### src/rtl/fifo_stream_pkg.sv
// Shared widths, data type and sizing helper for the FIFO read streamer.
// Combinational definitions only; no latency or backpressure.
package fifo_stream_pkg;

  localparam int DEF_FIFO_WIDTH = 16;
  localparam int DEF_CNT_W      = 32;

  typedef logic [DEF_FIFO_WIDTH-1:0] data_t;

  function automatic int occ_width(input int depth);
    return $clog2(depth + 1);
  endfunction

endpackage

### src/rtl/fifo_rd_streamer_if.sv
// FIFO read port plus downstream valid/ready stream, as seen by the streamer (master).
// No latency; the stream side stalls on m_ready low.
interface fifo_rd_streamer_if
  import fifo_stream_pkg::*;
#(
  parameter int W = DEF_FIFO_WIDTH
);

  logic         fifo_rd_en;
  logic [W-1:0] fifo_dout;
  logic         fifo_empty;
  logic         fifo_underflow;
  logic [W-1:0] m_data;
  logic         m_valid;
  logic         m_ready;

  modport master (
    output fifo_rd_en, m_data, m_valid,
    input  fifo_dout, fifo_empty, fifo_underflow, m_ready
  );

  modport slave (
    input  fifo_rd_en, m_data, m_valid,
    output fifo_dout, fifo_empty, fifo_underflow, m_ready
  );

endinterface

### src/rtl/stream_skid_buf.sv
// Circular buffer of DEPTH words; head is visible combinationally, 1-cycle write-to-visible.
// Pushes into a full buffer and pops from an empty one are ignored; clear wins over both.
module stream_skid_buf
  import fifo_stream_pkg::*;
#(
  parameter int W     = DEF_FIFO_WIDTH,
  parameter int DEPTH = 3
) (
  input  logic                          clk,
  input  logic                          rst,
  input  logic                          clear,
  input  logic                          push,
  input  logic [W-1:0]                  push_data,
  input  logic                          pop,
  output logic [W-1:0]                  head_data,
  output logic [occ_width(DEPTH)-1:0]   occ
);

  localparam int OW = occ_width(DEPTH);
  localparam int PW = (DEPTH > 1) ? $clog2(DEPTH) : 1;
  localparam logic [PW-1:0] LAST = PW'(DEPTH - 1);

  logic [W-1:0]  mem [DEPTH];
  logic [PW-1:0] head;
  logic [PW-1:0] tail;
  logic          do_push;
  logic          do_pop;

  function automatic logic [PW-1:0] nxt(input logic [PW-1:0] p);
    return (p == LAST) ? '0 : p + 1'b1;
  endfunction

  assign do_pop  = pop & (occ != '0) & ~clear;
  assign do_push = push & ~clear & ((occ != OW'(DEPTH)) | do_pop);

  always_ff @(posedge clk) begin
    if (rst || clear) begin
      head <= '0;
      tail <= '0;
      occ  <= '0;
    end else begin
      if (do_push) tail <= nxt(tail);
      if (do_pop)  head <= nxt(head);
      case ({do_push, do_pop})
        2'b10:   occ <= occ + 1'b1;
        2'b01:   occ <= occ - 1'b1;
        default: occ <= occ;
      endcase
    end
  end

  // Storage carries no reset; head_data is masked while empty instead.
  always_ff @(posedge clk) begin
    if (do_push && !rst) mem[tail] <= push_data;
  end

  assign head_data = (occ != '0) ? mem[head] : '0;

endmodule

### src/rtl/fifo_rd_streamer.sv
// Issues FIFO reads and re-times the 1-cycle read data into a valid/ready stream; rd_en->m_valid = 2 cycles.
// Reads are issued only while buffer space covers every in-flight word, so m_ready never reaches fifo_rd_en.
module fifo_rd_streamer
  import fifo_stream_pkg::*;
#(
  parameter int FIFO_WIDTH = DEF_FIFO_WIDTH,
  parameter int BUF_DEPTH  = 3,
  parameter int CNT_W      = DEF_CNT_W
) (
  input  logic                   clk,
  input  logic                   rst,
  input  logic                   en,
  input  logic                   flush,
  fifo_rd_streamer_if.master     bus,
  output logic [CNT_W-1:0]       words_out,
  output logic                   err_underflow,
  output logic                   busy
);

  localparam int OW = occ_width(BUF_DEPTH);

  logic [OW-1:0]         occ;
  logic [OW:0]           pending;
  logic                  inflight;
  logic                  discard;
  logic                  rd_en;
  logic                  push;
  logic                  pop;
  logic [FIFO_WIDTH-1:0] head_data;

  assign pending = {1'b0, occ} + {{OW{1'b0}}, inflight};
  assign rd_en   = ~rst & en & ~flush & ~bus.fifo_empty & (pending < (OW+1)'(BUF_DEPTH));

  // Flush drops both the returning word and any pop in the same cycle.
  assign push = inflight & ~discard & ~bus.fifo_underflow & ~flush;
  assign pop  = bus.m_valid & bus.m_ready & ~flush;

  always_ff @(posedge clk) begin
    if (rst) begin
      inflight      <= 1'b0;
      discard       <= 1'b0;
      words_out     <= '0;
      err_underflow <= 1'b0;
    end else begin
      inflight <= rd_en;
      discard  <= flush & inflight;
      if (inflight && bus.fifo_underflow) err_underflow <= 1'b1;
      if (pop && (words_out != '1))       words_out <= words_out + 1'b1;
    end
  end

  stream_skid_buf #(
    .W     (FIFO_WIDTH),
    .DEPTH (BUF_DEPTH)
  ) u_buf (
    .clk       (clk),
    .rst       (rst),
    .clear     (flush),
    .push      (push),
    .push_data (bus.fifo_dout),
    .pop       (pop),
    .head_data (head_data),
    .occ       (occ)
  );

  assign bus.fifo_rd_en = rd_en;
  assign bus.m_valid    = (occ != '0);
  assign bus.m_data     = head_data;
  assign busy           = (occ != '0) | inflight;

endmodule

### src/flat_wrapper.sv
// flat-port wrapper written by rule: the top's interface ports become plain ports
module fifo_rd_streamer_flat import fifo_stream_pkg::*;
#(
  parameter int FIFO_WIDTH = DEF_FIFO_WIDTH,
  parameter int BUF_DEPTH  = 3,
  parameter int CNT_W      = DEF_CNT_W
)
  (clk, rst, en, flush, words_out, err_underflow, busy, bus_fifo_rd_en, bus_m_data, bus_m_valid, bus_fifo_dout, bus_fifo_empty, bus_fifo_underflow, bus_m_ready);
  fifo_rd_streamer_if bus_i ();
  input  logic clk;
  input  logic rst;
  input  logic en;
  input  logic flush;
  output logic [CNT_W-1:0] words_out;
  output logic err_underflow;
  output logic busy;
  output wire logic [$bits(bus_i.fifo_rd_en)-1:0] bus_fifo_rd_en;
  output wire logic [$bits(bus_i.m_data)-1:0] bus_m_data;
  output wire logic [$bits(bus_i.m_valid)-1:0] bus_m_valid;
  input wire logic [$bits(bus_i.fifo_dout)-1:0] bus_fifo_dout;
  input wire logic [$bits(bus_i.fifo_empty)-1:0] bus_fifo_empty;
  input wire logic [$bits(bus_i.fifo_underflow)-1:0] bus_fifo_underflow;
  input wire logic [$bits(bus_i.m_ready)-1:0] bus_m_ready;
  assign bus_fifo_rd_en = bus_i.fifo_rd_en;
  assign bus_m_data = bus_i.m_data;
  assign bus_m_valid = bus_i.m_valid;
  assign bus_i.fifo_dout = bus_fifo_dout;
  assign bus_i.fifo_empty = bus_fifo_empty;
  assign bus_i.fifo_underflow = bus_fifo_underflow;
  assign bus_i.m_ready = bus_m_ready;
  fifo_rd_streamer #(.FIFO_WIDTH(FIFO_WIDTH), .BUF_DEPTH(BUF_DEPTH), .CNT_W(CNT_W)) u_core (.clk(clk), .rst(rst), .en(en), .flush(flush), .bus(bus_i), .words_out(words_out), .err_underflow(err_underflow), .busy(busy));
endmodule
### config.mk
export PLATFORM = sky130hd
export DESIGN_NAME = fifo_rd_streamer_flat
export DESIGN_NICKNAME = d
export VERILOG_FILES = /design/src/rtl/fifo_stream_pkg.sv /design/src/rtl/fifo_rd_streamer_if.sv /design/src/rtl/stream_skid_buf.sv /design/src/rtl/fifo_rd_streamer.sv /design/src/flat_wrapper.sv
export SDC_FILE = /design/constraint.sdc
export NUM_CORES = 1
export LEC_CHECK = 0
export ABC_AREA = 1
export ABC_CLOCK_PERIOD_IN_PS = 3100
export CORE_MARGIN = 4
export CORE_UTILIZATION = 45
export CTS_CLUSTER_DIAMETER = 40
export DETAILED_ROUTE_END_ITERATION = 12
export GPL_TIMING_DRIVEN = 0
export PLACE_DENSITY = 0.72
export SLEW_MARGIN = 20
export SYNTH_ARGS = -nofsm -noshare
export SYNTH_HDL_FRONTEND = slang
export SYNTH_SLANG_ARGS = --single-unit
### constraint.sdc
create_clock -name clk -period 3.1 [get_ports clk]
set_clock_uncertainty 0.05 [all_clocks]
set_input_delay 0.62 -clock clk [delete_from_list [all_inputs] [get_ports clk]]
set_output_delay 0.62 -clock clk [all_outputs]
set_load 0.1 [all_outputs]
======== Word level (Yosys, flattened, before mapping) ========
Memory sizes are Yosys's and may differ from the RTL's. A register that Yosys moved wholly into a read port is not among the register bits.
Cells that the tools add are included.
storage, ports and cells
  register bits ........................... 41
  bits in latches ......................... 0
  RAM bits ................................ 48
  memory bits (read-only) ................. 0
  word-level logic and storage cells ...... 57
  memories kept ........................... 1
memories
  name              depth  bits a word  read ports  clocked after memory_dff  write ports  line                   RTL
  u_core.u_buf.mem  3      16           1           1                         1            stream_skid_buf.sv:23  logic [W-1:0] mem [DEPTH];
cells by class
  add/subtract/negate cells ............... 6
  $mul .................................... 0
  divide/modulo/power cells ............... 0
  order comparisons ....................... 1
  equal/unequal tests ..................... 6
  shift operators ......................... 0
  mux-type cells .......................... 8
  bitwise gates (word level) .............. 21
  reductions and logical operators ........ 7
operators by type and width
  cell                                                         count
  adder 32 x 1 -> 32 bit (second input constant)               1
  inequality test 32 bit (second input constant)               1
  two-way mux 16 bit                                           1
  bitwise AND 1 bit                                            14
  two-way mux 2 bit                                            4
  adder 2 x 1 -> 2 bit (second input constant)                 3
  equality test 2 bit (second input constant)                  3
  inverter 1 bit                                               5
  case mux 2 bit (2 select lines)                              1
  nonzero test 2 bit                                           2
  adder 2 x 1 -> 3 bit                                         1
  logical AND 1 bit                                            3
  less-than comparator 3 x 2 -> 1 bit (second input constant)  1
  equality test 2 x 1 -> 1 bit (second input constant)         1
  two-way mux 1 bit                                            2
  inequality test 2 bit (second input constant)                1
  OR 1 bit                                                     2
  subtractor 2 x 1 -> 2 bit (second input constant)            1
  logical NOT 1 bit                                            1
  logical OR 1 bit                                             1

======== Depth between registers and ports, before layout ========
Gate-level depths: netlist of the first run.
  word-level depth ........................ 10
  mapped depth ............................ 11

======== By module ========
A second synthesis of the first run with hierarchy kept.
unflattened totals
  cells, all modules ...................... 561
  area total of the unflattened synthesis .. 4461.8 um^2
modules (own cells, without submodules)
  module            times used  cells each  area an instance (um^2)  sequential area each (um^2)
  stream_skid_buf   1           221         2361.0                   1601.5
  fifo_rd_streamer  1           340         2100.8                   700.7

======== Worst setup path after synthesis of the first run ========
Ideal clock, no wire load.
  kind .................................... reg2out
  start ................................... register u_core.u_buf.occ[0]
  end ..................................... output bus_fifo_rd_en
  arrival ................................. 5.557 ns
  data required time ...................... 2.430 ns
  path slack .............................. -3.127 ns
  cell stages (with the launch flop) ...... 4
  path buffers ............................ 0
  cell sequence ........................... dfxtp_1 > ha_1 > ha_1 > a2111oi_0
on the way
  word-level cells in the longest chain between the ends .. 3
RTL lines
  element                              line                    RTL
  from (decl)                          stream_skid_buf.sv:16   output logic [occ_width(DEPTH)-1:0] occ
  from (signal assigned)               stream_skid_buf.sv:45   2'b10: occ <= occ + 1'b1;
  from (signal assigned)               stream_skid_buf.sv:46   2'b01: occ <= occ - 1'b1;
  adder 2 x 1 -> 3 bit                 fifo_rd_streamer.sv:31  assign pending = {1'b0, occ} + {{OW{1'b0}}, inflight};
  less-than comparator 3 x 2 -> 1 bit  fifo_rd_streamer.sv:32  assign rd_en = ~rst & en & ~flush & ~bus.fifo_empty & (pending < (OW+1)'(BUF_DEPTH));
  bitwise AND 1 bit                    fifo_rd_streamer.sv:32
  to (decl)                            flat_wrapper.sv:17      output wire logic [$bits(bus_i.fifo_rd_en)-1:0] bus_fifo_rd_en;
Every way passes these cells.

======== Worst setup path in the final report of the first run ========
  start ................................... input rst
  end ..................................... output bus_fifo_rd_en
on the way
  word-level cells in the longest chain between the ends .. 5
RTL lines
  element                         line                    RTL
  from (decl)                     flat_wrapper.sv:11      input logic rst;
  inverter 1 bit                  fifo_rd_streamer.sv:32
  bitwise AND 1 bit (4 in a row)  fifo_rd_streamer.sv:32
Every way passes these cells.

==> results.cfg, run 1 <==
[detailed_routing]
totalWireLength_mm = 10.7
dr_wl_met2_mm = 5.20
met1Wirelength_mm = 4.85
first_pass_iters = 4
highest_layer = met4
drc = 0
drtIter0Drc = 146
vias_per_cell = 4.90
dr_total_vias = 3735
ant_nets = 0
avgRoutedWirePerCell_um = 14.0
met3_length_um = 448

[cts]
clkSinkCount = 91
clk_latency_ps = 370
htreeDepth = 3
clkTransAtPathRegs_ps = 100
clock_path_buffers = 2
cts_root_buf = clkbuf_8
numCtsBuffers = 9
cts_tree = done
hold_buffers = 0

[place]
post-place-cells = 747
place_congestion = 0.887
dp_slack_ps = -472
io_buffers = 74
dpl.hpwl_mm = 7.99

[worst_setup_path]
crit_fanout = 10
start_kind = input pin
end_kind = output port
slowest_stage = clkdlybuf4s15_2
path_cells = clkdlybuf4s50_1 > clkinv_1 > nand3_1 > a2111oi_4 > clkdlybuf4s15_2
slowest_delay_ps = 600
arrival_ps = 2320
crit_type = input pin to output port
worstPathRequired_ps = 2430

[synthesis]
synth_top_family_by_area = simple AND/OR/NAND/NOR gates
synthTopCellsByArea = edfxtp_1 (31%), dfxtp_1 (19%), nand2_1 (10%)
ys_top_cells_by_count = nand2_1 (127), inv_1 (68), nor2_1 (67)
syn_nets = 563
ys.flop_type = edfxtp_1
synth.largest_area_cell = edfxtp_1
ys_seq_area_share_pct = 49.6
synthAdderAreaFrac_pct = 0.809
synth_mux_area_share_pct = 3.88
netlist.area_leader.share_pct = 31.1
synth-seq-cells = 91
synthArstFlopShare_pct = 0
synth_enable_flop_cells = 48
synth-simple-area-share_pct = 24.6
yosysMostFrequentCell = nand2_1
ys_types = 33
syn_area_mm2 = 0.00464
synth.avg_cell_area_um2 = 8.64
syn_inst = 537
synth-warning-count = 0
synth_compound_area_share_pct = 9.89
synth_xor_xnor_area_share_pct = 2.83

[timing]
setup_violations = 0
rsz0062_at_grt = false
hold_viol_final = 0
maxSlewHeadroom_pct = 34.6
finalCriticalPeriod_ps = 2990
finalCritPeriodShare_pct = 96.5
max_freq_mhz = 334
drv_slew = 0
fin_ws_ps = 109
tightest_slew_ps = 977

[die]
fp.coreArea_mm2 = 0.00991
fp.dieW_um = 110
rows = 36
start_util_pct = 46.8
die-area_mm2 = 0.0120
die_height_um = 110
ios = 75

[global_route]
grt_max_degree = 19
first_global_vias = 3773
antenna_found_initial = 0
grt_pass1_wl_mm = 17.8
grt_overflow = 0
grtUsageTotal_pct = 19.2

[power]
p_leak_nw = 2.28
power_density_mw_per_mm2 = 384
ir_worst_vdd_uv = 181

[run_status]
status = completed

[hold_path]
hold_path_class = register to register

[layout]
nNetsFinal = 651
diodes = 0
drive_above_1_share_pct = 18.9
final_cells = 763
syn_to_final_growth_pct = 23.9

[job]
cap_violations = 0
## per-layer routing
| metal | global-route usage, % | vias up |
|---|---|---|
| met5 | 0 | - |
| met4 | 8.19 | 0 |
| met3 | 2.76 | 12 |
| met2 | 31.5 | 80 |
| met1 | 25.3 | 1739 |
| li1 | - | 1904 |
## placed cells by master, fill, tap and decap left out, types with 2 or more instances in the layout
cell type and instances:
nand2_4 3, nand3_1 19, buf_12 2, xor2_1 9, nand2_2 22, nor2_2 5
buf_2 13, a21oi_1 25, ha_1 3, nand4_1 4, edfxtp_1 48, dfxtp_1 43
o21ai_0 23, xnor2_1 6, clkbuf_2 4, nor2_4 4, dlygate4sd2_1 3, inv_8 3
clkdlybuf4s50_1 56, nor2_1 64, buf_6 5, nand2_1 127, clkbuf_1 6, nor3_1 3
inv_1 68, a21oi_2 20, mux2_2 16, clkbuf_8 11, nor2_8 2
## what timing repair did
item | CTS | global route
setup endpoints to repair | 18 | 5
resized for setup | 59 | 10
buffers inserted | 0 | 0
gates cloned | 0 | 0
## power by group
| group | total, W | internal [W] | switching, W |
|---|---|---|---|
| registers | 0.00127 | 0.00127 | 0.00000100 |
| clock network | 0.000860 | 0.000394 | 0.000466 |
| logic | 0.0000787 | 0.0000345 | 0.0000442 |
| total | 0.00221 | 0.00169 | 0.000511 |
## layout make-up
cell class / instances / area, um^2
inverters: 70 / 263
flip-flops and latches: 91 / 2300
multi-input cells: 361 / 1980
clock inverters: 7 / 88.8
fillers: 904 / 4160
repair buffers: 77 / 702
well taps: 133 / 166
clock buffers: 9 / 124
plain buffers: 15 / 128
## cell families after synthesis
group | count (synthesis)
buf+inv | 85
fa+ha+maj | 3
simple gates | 254
mux | 16
compound gates | 73
flops | 91
xor+xnor | 15
## path summary, 6_finish.rpt
check / startpoint / to / slack (ps) / cells after the start
setup / recovery: rst / bus_fifo_rd_en / 110 / 5
hold / removal: u_core.err_underflow$_SDFFE_PP0P_ / u_core.err_underflow$_SDFFE_PP0P_ / 440 / 2
setup reg to reg: u_core.u_buf.occ[0]$_SDFFE_PP0P_ / u_core.u_buf.mem[0][12]$_DFFE_PP_ / 710 / 10
hold reg to reg: u_core.err_underflow$_SDFFE_PP0P_ / u_core.err_underflow$_SDFFE_PP0P_ / 440 / 2
## registers in the layout (all words and copies together) (netlist names), named ones only
| name | count |
|---|---|
| u_core.u_buf.tail | 2 |
| u_core.discard | 1 |
| u_core.u_buf.head | 2 |
| u_core.words_out | 32 |
| u_core.inflight | 1 |
| u_core.u_buf.occ | 2 |
| u_core.err_underflow | 1 |
| u_core.u_buf.mem | 48 |
## stage by stage
stage / utilization (%) / power (W) / setup TNS, ps / cell area, um^2 / hold slack [ps]
floorplan: - / 0.00133 / 0 / 4660 / 407
global placement: 56.2 / 0.00137 / -20730 / 5570 / 414
detailed placement: 56.6 / 0.00137 / -3900 / 5610 / 421
CTS: 58.2 / 0.00222 / -108 / 5770 / 444
global route: 58.0 / 0.00229 / 0 / 5750 / 469
finish: 58.0 / 0.00221 / 0 / 5750 / 443
## worst max-delay path, delay by kind of cell
kind,cells,cell delay (ps)
buf+inv,3,1300
compound gates,1,210
simple gates,1,190
Power figures use the tool's default switching activity.
==> run 2: changes to the inputs <==
--- a/config.mk
+++ b/config.mk
@@ -17,3 +17,4 @@
 export SYNTH_ARGS = -nofsm -noshare
 export SYNTH_HDL_FRONTEND = slang
 export SYNTH_SLANG_ARGS = --single-unit
+export TNS_END_PERCENT = 50
==> run 2 against run 1 <==
Sequential power is essentially flat. Clock-buffer cell count did not move. Routed wire length shrank 0.21%. Largest cell class unchanged. Critical endpoint unchanged.
==> results.cfg, run 2 (synthesis gave the netlist of run 1 again) <==
[layout]
top_regs = u_core.u_buf.mem x48, u_core.words_out x32
nFillCells = 902
drive_above_1_share_pct = 18.6
largest_reg_flops = 48
syn_to_final_growth_pct = 24.2
diodes = 0
post-route-cell-area_mm2 = 0.00576
regArea_mm2 = 0.00230
postLayoutCoreUtil_pct = 58.2
final_cells = 762
nNetsFinal = 650
final_cell_mix = nand2_1 (127), inv_1 (68), nor2_1 (64)
regMostFlops = u_core.u_buf.mem
layout_commonest_cell = nand2_1
multi_input_area_mm2 = 0.00198

[detailed_routing]
drc = 0
drtIter0Drc = 147
avgRoutedWirePerCell_um = 14.0
ant_nets = 0
dr_total_vias = 3749
totalWireLength_mm = 10.6
first_pass_iters = 4
vias_per_cell = 4.92

[worst_setup_path]
worstPathRequired_ps = 2430
r2r_start = u_core.u_buf.occ[0]$_SDFFE_PP0P_
r2r_cells = 10
start_kind = input pin
end_kind = output port
r2r_slack_ps = 710
arrival_ps = 2300
regToRegEndpoint = u_core.u_buf.mem[0][12]$_DFFE_PP_
crit_type = input pin to output port
crit_fanout = 10

[cts]
cts_root_buf = clkbuf_8
clkSinkCount = 91
clock_path_buffers = 2
cts_tree = done
numCtsBuffers = 9
clk_latency_ps = 370
clkTransAtPathRegs_ps = 100
htreeDepth = 3

[hold_path]
holdPathEnd = u_core.err_underflow$_SDFFE_PP0P_
worstHoldPathCells = 2
holdCritStartpoint = u_core.err_underflow$_SDFFE_PP0P_
hold_path_class = register to register

[timing]
rsz0062_at_grt = false
max_freq_mhz = 336
tightest_slew_ps = 977
hold_viol_final = 0
fin_hold_ws_ps = 443
maxSlewHeadroom_pct = 34.6
setup_violations = 0
finalCriticalPeriod_ps = 2970
finalCritPeriodShare_pct = 95.9
drv_slew = 0

[place]
place_congestion = 0.887
placed_area_mm2 = 0.00561
post-place-cells = 747
io_buffers = 74
dpl.hpwl_mm = 7.99

[power]
ir_worst_vdd_uv = 181
p_leak_nw = 2.28
power_density_mw_per_mm2 = 382
p_total_w = 0.00220

[die]
rows = 36
fp.coreArea_mm2 = 0.00991
die_height_um = 110
start_util_pct = 46.8
fp.dieW_um = 110
ios = 75
die-area_mm2 = 0.0120

[global_route]
first_global_vias = 3768
antenna_found_initial = 0
grt_overflow = 0
grt_pass1_wl_mm = 17.8
grt_max_degree = 19
grtUsageTotal_pct = 19.2

[run_status]
status = completed

[job]
cap_violations = 0
## run 2: changes by cell type in the layout (fill, tap and decap cells not counted)
cell	delta
buf_2	-1
clkbuf_1	-1
clkbuf_2	-2
clkdlybuf4s15_1	+2
clkdlybuf4s15_2	+1
## run 2: worst max-delay path by stage
stage,startpoint,end,slack [ps],depth (start not counted)
after floorplan,u_core.u_buf.occ[0]$_SDFFE_PP0P_,u_core.u_buf.mem[0][0]$_DFFE_PP_,90,9
after global placement,rst,bus_fifo_rd_en,-410,5
after detailed placement,rst,bus_fifo_rd_en,-470,5
after CTS,register,bus_m_data[11],-110,6
after global routing,register,bus_m_data[4],3,4
final,rst,bus_fifo_rd_en,130,5
## run 2: layout make-up
class                   count  area share, %
inverters                  70           4.56
well taps                 133           2.89
clock buffers               9           2.15
flip-flops and latches     91           39.9
plain buffers              14           2.15
repair buffers             77           12.5
multi-input cells         361           34.3
clock inverters             7           1.54
## run 2: critical path, cell delays in order
cell	delay, ps
clkdlybuf4s50_1	460
clkinv_1	230
nand3_1	190
a2111oi_4	210
clkdlybuf4s15_2	600
## run 2: report_power, final
part | leakage [nW] | internal, W | total (W) | switching (W)
Sequential | 0.778 | 0.00127 | 0.00127 | 0.00000102
Clock | 0.106 | 0.000394 | 0.000856 | 0.000462
Combinational | 1.39 | 0.0000346 | 0.0000784 | 0.0000438
Total | 2.28 | 0.00169 | 0.00220 | 0.000507
## run 2: metrics by stage
stage          setup TNS (ps)  worst slack, ps
6_report                    0              127
5_1_grt                     0             2.85
4_1_cts                  -115             -108
3_5_place_dp            -3900             -472
3_3_place_gp           -20730             -413
2_1_floorplan               0             92.7
## run 2: what timing repair did
action,in CTS,in global routing
hold buffers,0,0
resized for setup,57,8
buffers inserted,0,0
setup endpoints to repair,18,6
## run 2: routing by layer
metal	global-route usage (%)	vias to the layer above	share of wire, %
met5	0	-	0
met4	8.19	0	2.2
met2	31.5	86	48
met1	25.3	1749	46
li1	-	1897	-
met3	2.76	17	4.2
==> run 3: changes to the inputs <==
--- a/config.mk
+++ b/config.mk
@@ -7,11 +7,11 @@
 export LEC_CHECK = 0
 export ABC_AREA = 1
 export ABC_CLOCK_PERIOD_IN_PS = 3100
+export CAP_MARGIN = 10
 export CORE_MARGIN = 4
 export CORE_UTILIZATION = 45
 export CTS_CLUSTER_DIAMETER = 40
 export DETAILED_ROUTE_END_ITERATION = 12
-export GPL_TIMING_DRIVEN = 0
 export PLACE_DENSITY = 0.72
 export SLEW_MARGIN = 20
 export SYNTH_ARGS = -nofsm -noshare
==> run 3 against run 2 <==
Register-to-register slack better by 80 ps. Via count down 3.5%. Routed wire length down 4.1%. Combinational power down 2%. Critical path depth decreased by 1. Power down 7.1%. Clock-buffer cell count is 2 higher. Worst hold slack worse by 2.8 ps. Non-clock buffer count is 10 lower.
==> results.cfg, run 3 (synthesis gave the netlist of run 1 again) <==
[run_status]
status = completed

[detailed_routing]
avgRoutedWirePerCell_um = 13.6
dr_total_vias = 3616
drtIter0Drc = 207
ant_nets = 0
first_pass_iters = 4
drc = 0
vias_per_cell = 4.81
totalWireLength_mm = 10.2

[cts]
post_cts_buffers = 0
cts_root_buf = clkbuf_8
cts_resized = 0
hold_buffers = 0
clock_path_buffers = 2
numCtsBuffers = 9
cts_tree = done
htreeDepth = 3
clkTransAtPathRegs_ps = 80
clkSinkCount = 91
clk_latency_ps = 360

[global_route]
first_global_vias = 3494
grt_max_degree = 30
met1_usage_pct = 23.5
grtUsageTotal_pct = 17.6
use_met2_pct = 27.9
busiest_layer = met2
grt_pass1_wl_mm = 16.5
antenna_found_initial = 0
grt_overflow = 0
use_met3_pct = 4.17

[layout]
diodes = 0
drive_above_1_share_pct = 23.3
syn_to_final_growth_pct = 19.2
post-route-cell-area_mm2 = 0.00554
final_cell_mix = nand2_1 (127), inv_1 (68), nor2_1 (67)
nNetsFinal = 640
layout_commonest_cell = nand2_1
top_regs = u_core.u_buf.mem x48, u_core.words_out x32
regMostFlops = u_core.u_buf.mem
nFillCells = 918
largest_reg_flops = 48

[worst_setup_path]
arrival_ps = 2100
path_cells = mux2_2 > o21ai_0 > inv_1 > buf_4
worstPathRequired_ps = 2430
start_kind = register
slowest_stage = dfxtp_1
end_kind = output port
crit_type = register to output port
crit_fanout = 16
slowest_delay_ps = 850

[place]
dpl.hpwl_mm = 7.36
io_buffers = 74
place_congestion = 0.895
placed_area_mm2 = 0.00538

[timing]
finalCriticalPeriod_ps = 2770
finalCritPeriodShare_pct = 89.2
drv_slew = 0
rsz0062_at_grt = false
maxSlewHeadroom_pct = 46.9
tns_ps = 0
fin_hold_ws_ps = 440
setup_violations = 0
tightest_slew_ps = 795
max_freq_mhz = 361
hold_viol_final = 0

[die]
fp.coreArea_mm2 = 0.00991
rows = 36
die-area_mm2 = 0.0120
ios = 75
start_util_pct = 46.8
fp.dieW_um = 110
die_height_um = 110

[power]
pwr-share-comb_pct = 3.7
power_switching_share_pct = 22.4
p_leak_nw = 2.26
clkPwrFrac_pct = 34.3
p_int_w = 0.00159
p_seq_share_pct = 62.0
p_sw_w = 0.000458
power_density_mw_per_mm2 = 370
ir_worst_vdd_uv = 172

[job]
cap_violations = 0

[hold_path]
hold_path_class = register to register
-- run 3: cell types whose count changed in the layout (fill, tap and decap cells not counted), sizes merged --
cell	change
clkdlybuf4s15	-4
clkinvlp	+1
clkdlybuf4s50	-34
buf	+40
clkbuf	-7
dlygate4sd2	-3
inv	-3
bufinv	-1
-- run 3: routing by layer --
| metal | wire [um] | vias to the layer above |
|---|---|---|
| met4 | 258 | 0 |
| met2 | 4700 | 65 |
| met1 | 4830 | 1651 |
| met3 | 414 | 26 |
| li1 | - | 1874 |
| met5 | 0 | - |
-- run 3: through the flow --
stage / util (%) / total power (W) / setup WS (ps) / cells
after floorplan: - / 0.00133 / 92.7 / 537
after global placement: 54.3 / 0.00137 / 423 / 736
after detailed placement: 54.3 / 0.00137 / 310 / 736
after CTS: 55.9 / 0.00206 / 288 / 751
after global routing: 55.9 / 0.00212 / 207 / 751
final: 55.9 / 0.00205 / 333 / 751
-- run 3: worst paths after layout --
kind / cells after the start / to / start / slack (ps)
max: 4 / bus_m_data[12] / register / 330
min: 2 / u_core.err_underflow$_SDFFE_PP0P_ / u_core.err_underflow$_SDFFE_PP0P_ / 440
max reg2reg: 8 / u_core.words_out[29]$_SDFFE_PP0P_ / u_core.u_buf.occ[0]$_SDFFE_PP0P_ / 790
min reg2reg: 2 / u_core.err_underflow$_SDFFE_PP0P_ / u_core.err_underflow$_SDFFE_PP0P_ / 440
-- run 3: critical path, delay by kind of cell, from the launching register on --
family / cells / cell delay (ps)
AOI/OAI and AO/OA: 1 / 160
DFF: 1 / 850
muxes: 1 / 410
buffers and inverters: 2 / 310
-- run 3: power groups by stage --
stage / clock, W / sequential [W] / combinational, W
floorplan: 0 / 0.00130 / 0.0000315
global placement: 0 / 0.00130 / 0.0000757
detailed placement: 0 / 0.00130 / 0.0000768
CTS: 0.000715 / 0.00127 / 0.0000774
global route: 0.000766 / 0.00127 / 0.0000821
finish: 0.000702 / 0.00127 / 0.0000767
-- run 3: final cells by class --
type	instances	area [um^2]	share of cell area (%)
clock inverter	4	27.5	0.497
multi-input combinational	361	1970	35.6
sequential	91	2300	41.6
clock buffer	11	131	2.37
tap	133	166	3.01
inverter	70	263	4.75
timing repair buffer	81	676	12.2
